**src/rtl/tdm_demultiplexer_pkg.sv**
```systemverilog
// Shared constants and state encoding for the TDM link (transmit and receive sides).
// Latency: n/a (package only).
// Backpressure: n/a; the link is valid-only, with no ready path.
// Optional feature macro: TDM_DEMUX_PARITY_EN (adds a trailing even-parity beat per frame).
package tdm_pkg;

    localparam int DEF_CHANNELS = 8;

`ifdef TDM_DEMUX_PARITY_EN
    // The slot counter must also be able to represent CHANNELS while the parity beat is pending.
    localparam int DEF_ADDR_WIDTH = $clog2(DEF_CHANNELS + 1);
`else
    localparam int DEF_ADDR_WIDTH = $clog2(DEF_CHANNELS);
`endif

    // XOR over all data bits plus the parity bit must equal this value (even parity).
    localparam logic PARITY_EVEN = 1'b0;

    typedef enum logic [1:0] {
        IDLE   = 2'd0,
        RECV   = 2'd1,
        PARITY = 2'd2
    } tdm_state_e;

endpackage

```
**src/rtl/tdm_demultiplexer_if.sv**
```systemverilog
// Link-side inputs and parallel-side outputs of the TDM demultiplexer, bundled as one interface.
// Latency: n/a (wiring only).
// Backpressure: none; serial_valid qualifies each beat and there is no ready signal.
// Optional feature macro: TDM_DEMUX_PARITY_EN (adds parity_error).
interface tdm_demultiplexer_if
    import tdm_pkg::*;
#(
    parameter int CHANNELS   = DEF_CHANNELS,
    parameter int ADDR_WIDTH = DEF_ADDR_WIDTH
);
    logic                  serial_in;
    logic                  serial_valid;
    logic                  frame_start;
    logic [ADDR_WIDTH-1:0] address;
    logic [CHANNELS-1:0]   parallel_out;
    logic                  frame_valid;
    logic                  sync_error;
    logic                  busy;
`ifdef TDM_DEMUX_PARITY_EN
    logic                  parity_error;
`endif

    // The link driver or environment side.
    modport master (
        output serial_in, serial_valid, frame_start,
        input  address, parallel_out, frame_valid, sync_error, busy
`ifdef TDM_DEMUX_PARITY_EN
        , parity_error
`endif
    );

    // The demultiplexer side.
    modport slave (
        input  serial_in, serial_valid, frame_start,
        output address, parallel_out, frame_valid, sync_error, busy
`ifdef TDM_DEMUX_PARITY_EN
        , parity_error
`endif
    );

endinterface

```
**src/rtl/tdm_slot_counter.sv**
```systemverilog
// Slot counter: tracks which slot the next accepted beat lands in, and flags the last data slot.
// Latency: address updates one clock after a control input is asserted.
// Backpressure: none; the counter holds whenever no control input is asserted.
module tdm_slot_counter
    import tdm_pkg::*;
#(
    parameter int CHANNELS   = DEF_CHANNELS,
    parameter int ADDR_WIDTH = DEF_ADDR_WIDTH
) (
    input  logic                  clk,
    input  logic                  reset_n,
    input  logic                  clr_i,
    input  logic                  load_one_i,
    input  logic                  inc_i,
    output logic [ADDR_WIDTH-1:0] address_o,
    output logic                  last_o
);

    logic [ADDR_WIDTH-1:0] addr_q;
    logic [ADDR_WIDTH-1:0] addr_d;

    // Next address: clear has priority over load-to-1, which has priority over increment.
    always_comb begin
        addr_d = addr_q;
        if (clr_i) begin
            addr_d = '0;
        end else if (load_one_i) begin
            addr_d = ADDR_WIDTH'(1);
        end else if (inc_i) begin
            addr_d = addr_q + ADDR_WIDTH'(1);
        end
    end

    // Address register, cleared asynchronously.
    always_ff @(posedge clk or negedge reset_n) begin
        if (!reset_n) begin
            addr_q <= '0;
        end else begin
            addr_q <= addr_d;
        end
    end

    assign address_o = addr_q;
    assign last_o    = (addr_q == ADDR_WIDTH'(CHANNELS - 1));

endmodule

```
**src/rtl/tdm_demultiplexer.sv**
```systemverilog
// Rebuilds parallel CHANNELS-bit words from a slot-ordered TDM bit stream, with frame alignment and sync-error reporting.
// Latency: parallel_out and frame_valid appear one clock after the frame's final accepted beat.
// Backpressure: none; serial_valid low holds all state, and gaps of any length are tolerated.
// Optional feature macro: TDM_DEMUX_PARITY_EN (trailing even-parity beat and a parity_error pulse).
module tdm_demultiplexer
    import tdm_pkg::*;
#(
    parameter int CHANNELS   = DEF_CHANNELS,
    parameter int ADDR_WIDTH = DEF_ADDR_WIDTH
) (
    input logic                clk,
    input logic                reset_n,
    tdm_demultiplexer_if.slave link
);

    // Reject parameter sets where the slot counter cannot represent every reachable value.
    if (CHANNELS < 2) begin : g_bad_channels
        $error("tdm_demultiplexer: CHANNELS must be at least 2");
    end
`ifdef TDM_DEMUX_PARITY_EN
    if (ADDR_WIDTH < $clog2(CHANNELS + 1)) begin : g_bad_addr_width
        $error("tdm_demultiplexer: ADDR_WIDTH must cover CHANNELS when parity is enabled");
    end
`else
    if (ADDR_WIDTH != $clog2(CHANNELS)) begin : g_bad_addr_width
        $error("tdm_demultiplexer: ADDR_WIDTH must equal $clog2(CHANNELS)");
    end
`endif

    tdm_state_e            state_q;
    tdm_state_e            state_d;
    logic [ADDR_WIDTH-1:0] addr;
    logic                  last_slot;
    logic                  cnt_clr;
    logic                  cnt_load_one;
    logic                  cnt_inc;
    logic                  wr_slot0;      // beat opens a frame and lands in slot 0
    logic                  wr_addr;       // beat lands in the slot the counter points at
    logic                  complete;      // frame finishes on this beat
    logic                  sync_err_d;
    logic [CHANNELS-1:0]   shadow_q;
    logic [CHANNELS-1:0]   shadow_d;
    logic [CHANNELS-1:0]   parallel_q;
    logic [CHANNELS-1:0]   frame_word;
    logic                  frame_valid_q;
    logic                  sync_error_q;
`ifdef TDM_DEMUX_PARITY_EN
    logic                  parity_bad;
    logic                  parity_err_d;
    logic                  parity_error_q;
`endif

    tdm_slot_counter #(
        .CHANNELS   (CHANNELS),
        .ADDR_WIDTH (ADDR_WIDTH)
    ) u_slot_counter (
        .clk        (clk),
        .reset_n    (reset_n),
        .clr_i      (cnt_clr),
        .load_one_i (cnt_load_one),
        .inc_i      (cnt_inc),
        .address_o  (addr),
        .last_o     (last_slot)
    );

`ifdef TDM_DEMUX_PARITY_EN
    // The parity beat follows the data, so the whole word is already in the shadow register.
    assign frame_word = shadow_q;
    assign parity_bad = (((^shadow_q) ^ link.serial_in) != PARITY_EVEN);
`else
    // The final data bit is merged straight in, so the word is delivered on the last beat's edge.
    assign frame_word = {link.serial_in, shadow_q[CHANNELS-2:0]};
`endif

    // State register.
    always_ff @(posedge clk or negedge reset_n) begin
        if (!reset_n) begin
            state_q <= IDLE;
        end else begin
            state_q <= state_d;
        end
    end

    // Next state and per-beat control; a beat with frame_start always restarts at slot 0.
    always_comb begin
        state_d      = state_q;
        cnt_clr      = 1'b0;
        cnt_load_one = 1'b0;
        cnt_inc      = 1'b0;
        wr_slot0     = 1'b0;
        wr_addr      = 1'b0;
        complete     = 1'b0;
        sync_err_d   = 1'b0;
`ifdef TDM_DEMUX_PARITY_EN
        parity_err_d = 1'b0;
`endif
        case (state_q)
            IDLE: begin
                if (link.serial_valid && link.frame_start) begin
                    wr_slot0     = 1'b1;
                    cnt_load_one = 1'b1;
                    state_d      = RECV;
                end
            end
            RECV: begin
                if (link.serial_valid) begin
                    if (link.frame_start) begin
                        sync_err_d   = 1'b1;
                        wr_slot0     = 1'b1;
                        cnt_load_one = 1'b1;
                    end else if (last_slot) begin
                        wr_addr = 1'b1;
`ifdef TDM_DEMUX_PARITY_EN
                        cnt_inc = 1'b1;
                        state_d = PARITY;
`else
                        cnt_clr  = 1'b1;
                        complete = 1'b1;
                        state_d  = IDLE;
`endif
                    end else begin
                        wr_addr = 1'b1;
                        cnt_inc = 1'b1;
                    end
                end
            end
`ifdef TDM_DEMUX_PARITY_EN
            PARITY: begin
                if (link.serial_valid) begin
                    if (link.frame_start) begin
                        sync_err_d   = 1'b1;
                        wr_slot0     = 1'b1;
                        cnt_load_one = 1'b1;
                        state_d      = RECV;
                    end else begin
                        complete     = 1'b1;
                        parity_err_d = parity_bad;
                        cnt_clr      = 1'b1;
                        state_d      = IDLE;
                    end
                end
            end
`endif
            default: begin
                cnt_clr = 1'b1;
                state_d = IDLE;
            end
        endcase
    end

    // Steer the received bit into its slot of the shadow word.
    always_comb begin
        shadow_d = shadow_q;
        for (int i = 0; i < CHANNELS; i++) begin
            if ((wr_slot0 && (i == 0)) || (wr_addr && (addr == ADDR_WIDTH'(i)))) begin
                shadow_d[i] = link.serial_in;
            end
        end
    end

    // Shadow word, delivered word and one-cycle status pulses.
    always_ff @(posedge clk or negedge reset_n) begin
        if (!reset_n) begin
            shadow_q       <= '0;
            parallel_q     <= '0;
            frame_valid_q  <= 1'b0;
            sync_error_q   <= 1'b0;
`ifdef TDM_DEMUX_PARITY_EN
            parity_error_q <= 1'b0;
`endif
        end else begin
            shadow_q       <= shadow_d;
            if (complete) begin
                parallel_q <= frame_word;
            end
            frame_valid_q  <= complete;
            sync_error_q   <= sync_err_d;
`ifdef TDM_DEMUX_PARITY_EN
            parity_error_q <= parity_err_d;
`endif
        end
    end

    assign link.address      = addr;
    assign link.parallel_out = parallel_q;
    assign link.frame_valid  = frame_valid_q;
    assign link.sync_error   = sync_error_q;
    assign link.busy         = (state_q != IDLE);
`ifdef TDM_DEMUX_PARITY_EN
    assign link.parity_error = parity_error_q;
`endif

endmodule

```
**src/flat_wrapper.sv**
```systemverilog
// flat-port wrapper written by rule: the top's interface ports become plain ports
module tdm_demultiplexer_flat import tdm_pkg::*;
#(
    parameter int CHANNELS   = DEF_CHANNELS,
    parameter int ADDR_WIDTH = DEF_ADDR_WIDTH
)
  (clk, reset_n, link_serial_in, link_serial_valid, link_frame_start, link_address, link_parallel_out, link_frame_valid, link_sync_error, link_busy);
  tdm_demultiplexer_if #(.CHANNELS(CHANNELS), .ADDR_WIDTH(ADDR_WIDTH)) link_i ();
  input logic clk;
  input logic reset_n;
  input wire logic [$bits(link_i.serial_in)-1:0] link_serial_in;
  input wire logic [$bits(link_i.serial_valid)-1:0] link_serial_valid;
  input wire logic [$bits(link_i.frame_start)-1:0] link_frame_start;
  output wire logic [$bits(link_i.address)-1:0] link_address;
  output wire logic [$bits(link_i.parallel_out)-1:0] link_parallel_out;
  output wire logic [$bits(link_i.frame_valid)-1:0] link_frame_valid;
  output wire logic [$bits(link_i.sync_error)-1:0] link_sync_error;
  output wire logic [$bits(link_i.busy)-1:0] link_busy;
  assign link_i.serial_in = link_serial_in;
  assign link_i.serial_valid = link_serial_valid;
  assign link_i.frame_start = link_frame_start;
  assign link_address = link_i.address;
  assign link_parallel_out = link_i.parallel_out;
  assign link_frame_valid = link_i.frame_valid;
  assign link_sync_error = link_i.sync_error;
  assign link_busy = link_i.busy;
  tdm_demultiplexer #(.CHANNELS(CHANNELS), .ADDR_WIDTH(ADDR_WIDTH)) u_core (.clk(clk), .reset_n(reset_n), .link(link_i));
endmodule
```
**config.mk**
```make
export PLATFORM = sky130hd
export DESIGN_NAME = tdm_demultiplexer_flat
export DESIGN_NICKNAME = d
export VERILOG_FILES = /design/src/rtl/tdm_demultiplexer_pkg.sv /design/src/rtl/tdm_demultiplexer_if.sv /design/src/rtl/tdm_slot_counter.sv /design/src/rtl/tdm_demultiplexer.sv /design/src/flat_wrapper.sv
export SDC_FILE = /design/constraint.sdc
export NUM_CORES = 1
export LEC_CHECK = 0
export CAP_MARGIN = 20
export CORE_AREA = 2 2 52 54
export DETAILED_ROUTE_END_ITERATION = 10
export DIE_AREA = 0 0 54 56
export PLACE_DENSITY = 0.66
export SYNTH_ARGS = -nofsm -noshare
export SYNTH_HDL_FRONTEND = slang
export SYNTH_SLANG_ARGS = --single-unit
```
**constraint.sdc**
```tcl
create_clock -name clk -period 1.7 [get_ports clk]
set_input_delay 0.17 -clock clk [delete_from_list [all_inputs] [get_ports clk]]
set_output_delay 0.17 -clock clk [all_outputs]
set_load 0.005 [all_outputs]
```
==> impl_metrics.py <==
metrics = {
    "clock_tree": {
        "htreeDepth": 1,
        "cts_resized": 0,
        "ctsHoldBuffers": 0,
        "numCtsBuffers": 3,
        "clkSinkCount": 21,
        "cts.clk_slew.worst_paths_ns": 0.13,
        "post_cts_buffers": 0,
        "worst_skew_pair.late_latency_ns": 0.32,
        "cts_tree": "done",
        "clock_path_buffers": 2,
        "cts-root-buf": "clkbuf_4",
    },
    "placement": {
        "io_buffers": 18,
        "hpwl_mm": 1.21,
        "gp_congestion": 0.902,
    },
    "timing": {
        "rsz0062_at_grt": "no",
        "worst_pin_slew_ns": 0.360,
        "period_share": 0.956,
        "finClkSkew_ns": 0.0113,
        "fin_setup_tns_ns": 0,
        "finalHoldViolCount": 0,
        "finalSetupViolCount": 0,
        "hold_ws_ns": 0.194,
        "slew_headroom": 0.760,
        "drv_slew": 0,
        "clock.fmax_ghz": 0.615,
        "finalCriticalPeriod_ns": 1.63,
    },
    "finish": {
        "area_delta_synth_final_pct": 25.5,
        "num_antenna_cells": 0,
        "drive_gt1_frac": 0.235,
        "nNetsFinal": 110,
    },
    "worst_setup_path": {
        "path_class": "flip-flop to output port",
        "end_kind": "output port",
        "crit_required_ns": 1.53,
        "cpMaxStageDelayCell": "dfrtp_1",
        "arrival_ns": 1.46,
        "crit_path_cell_trace": "clkdlybuf4s50_1",
        "reg2reg_depth": 4,
        "startpoint": "u_core.state_q[0]",
        "rr_endpoint": "u_core.link.parallel_out[1]",
        "r2r-start": "u_core.u_slot_counter.address_o[0]",
        "start_kind": "flip-flop",
        "crit_end": "link_busy",
        "cp.depth": 1,
        "cp_slowest_stage_delay_ns": 0.58,
        "cp_max_fo": 11,
        "path_delay_family": "flip-flops",
        "r2r_setup_slack_ns": 0.14,
        "crit_buf_inv": 1,
    },
    "die": {
        "start_util": 0.405,
        "die_w_um": 54,
        "rows": 18,
        "io_pins": 19,
        "coreArea_mm2": 0.00243,
        "die_h_um": 56,
        "die-area_mm2": 0.00302,
    },
    "synth": {
        "syn_area_um2": 985,
        "syn_area_per_cell_um2": 13.1,
        "synth-seq-cells": 21,
        "ys_types": 21,
        "syn-num-nets": 86,
        "syn_inst": 75,
        "synth-seq-area-share": 0.534,
        "synth_warnings": 0,
    },
    "grt": {
        "grt_overflow": 0,
        "grt_max_degree": 22,
        "grt_pass1_vias": 654,
        "gr-usage-all-layers": 0.136,
        "antenna_found_initial": 0,
        "grt_pass1_wl_mm": 2.97,
    },
    "power": {
        "power_density_mw_per_mm2": 986,
        "p_leak_uw": 0.000591,
        "ir_worst_vdd_uv": 455,
    },
    "routing": {
        "drtIter0Drc": 1,
        "route.antenna.remaining_nets": 0,
        "drc": 0,
        "routed_via_density": 5.00,
        "vias": 640,
        "dr.pass1.iters": 2,
        "post_drt_wl_per_cell_um": 13.1,
        "wirelength_mm": 1.67,
    },
    "min_path": {
        "hp-class": "input pin to asynchronous set/reset pin",
    },
    "job": {
        "max-cap-violations": 0,
    },
    "status": {
        "status": "complete, no violations",
    },
}
metal layers:
metal / global-route usage / part of all wire / wire, um / vias to the layer above
met4: 0.0857 / 0.020 / 34 / 0
met3: 0.0242 / 0.047 / 78 / 4
li1: - / - / - / 307
met1: 0.178 / 0.48 / 794 / 313
met2: 0.202 / 0.46 / 763 / 16
met5: 0 / 0 / 0 / -
logic make-up after synthesis:
family          count (synthesis)  share of synthesized area
buf+inv                         9                     0.0534
mux                            15                      0.172
fa+ha+maj                       6                     0.0762
compound gates                  8                     0.0546
simple gates                   16                      0.111
flops                          21                      0.534
registers in the layout (all words and copies together), names as in the netlist:
name,cells
u_core.link.frame_valid,1
u_core.link.parallel_out,8
u_core.link.sync_error,1
u_core.shadow_q,7
u_core.state_q,1
u_core.u_slot_counter.address_o,3
cell usage after synthesis:
library cell  number  area, um^2
dfrtp_1           21         526
mux2_2            10         113
nand2_1            8        30.0
ha_1               6        75.1
inv_1              6        22.5
mux2_1             5        56.3
o21ai_0            3        15.0
buf_6              2        22.5
nor2_1             2        7.51
a21oi_1            1        5.00
a22o_1             1        8.76
and3_2             1        7.51
and3b_1            1        8.76
and4b_2            1        11.3
and4bb_1           1        12.5
buf_4              1        7.51
nand4b_4           1        23.8
nor3b_1            1        7.51
o22ai_1            1        6.26
o32a_1             1        10.0
o41ai_1            1        8.76
final cells by class:
type	instances	area (um^2)
sequential	21	527
fill	227	1200
tap	30	37.5
clock inverter	1	7.51
timing repair buffer	22	210
multi-input combinational	45	409
clock buffer	3	22.5
inverter	6	22.5
metrics by stage:
stage                     utilization  instances  total power [uW]  cell area, um^2  setup slack, ns
final                           0.508        128              1220             1240           0.0740
after global routing            0.508        128              1310             1240           0.0115
after CTS                       0.507        128              1230             1230          0.00551
after global placement          0.494        124               969             1200           0.0692
after floorplan                     -         75               831              985            0.194
after detailed placement        0.494        124               979             1200           0.0163
power by group:
group | switching (uW) | leakage [uW] | internal, uW
registers | 68.4 | 0.000273 | 605
clock network | 164 | 0.0000139 | 89.8
logic | 106 | 0.000304 | 185
layout by cell type, fill, tap and decap left out:
master / n
dfrtp_1: 20
clkdlybuf4s50_1: 18
mux2_2: 10
nand2_1: 8
inv_1: 6
mux2_1: 5
ha_1: 5
buf_4: 4
clkbuf_4: 3
nor2_1: 2
o21ai_0: 2
nand4b_4: 1
and3_2: 1
nor3b_1: 1
a21oi_1: 1
o32a_1: 1
o22ai_1: 1
and4bb_1: 1
and4b_2: 1
and3b_1: 1
o21ai_1: 1
a22o_1: 1
o41ai_1: 1
ha_2: 1
clkinvlp_4: 1
dfrtp_2: 1
worst min-delay path by stage:
stage | to | slack (ns) | cells past startpoint
after floorplan | u_core.link.frame_valid | -0.13 | 0
after CTS | u_core.link.frame_valid | 0.20 | 2
after global placement | u_core.shadow_q[5] | 0.47 | 1
after global routing | u_core.link.parallel_out[6] | 0.21 | 2
final | u_core.link.parallel_out[5] | 0.19 | 2
after detailed placement | u_core.shadow_q[5] | 0.48 | 1
No activity file was read; power rests on OpenSTA's default activity.
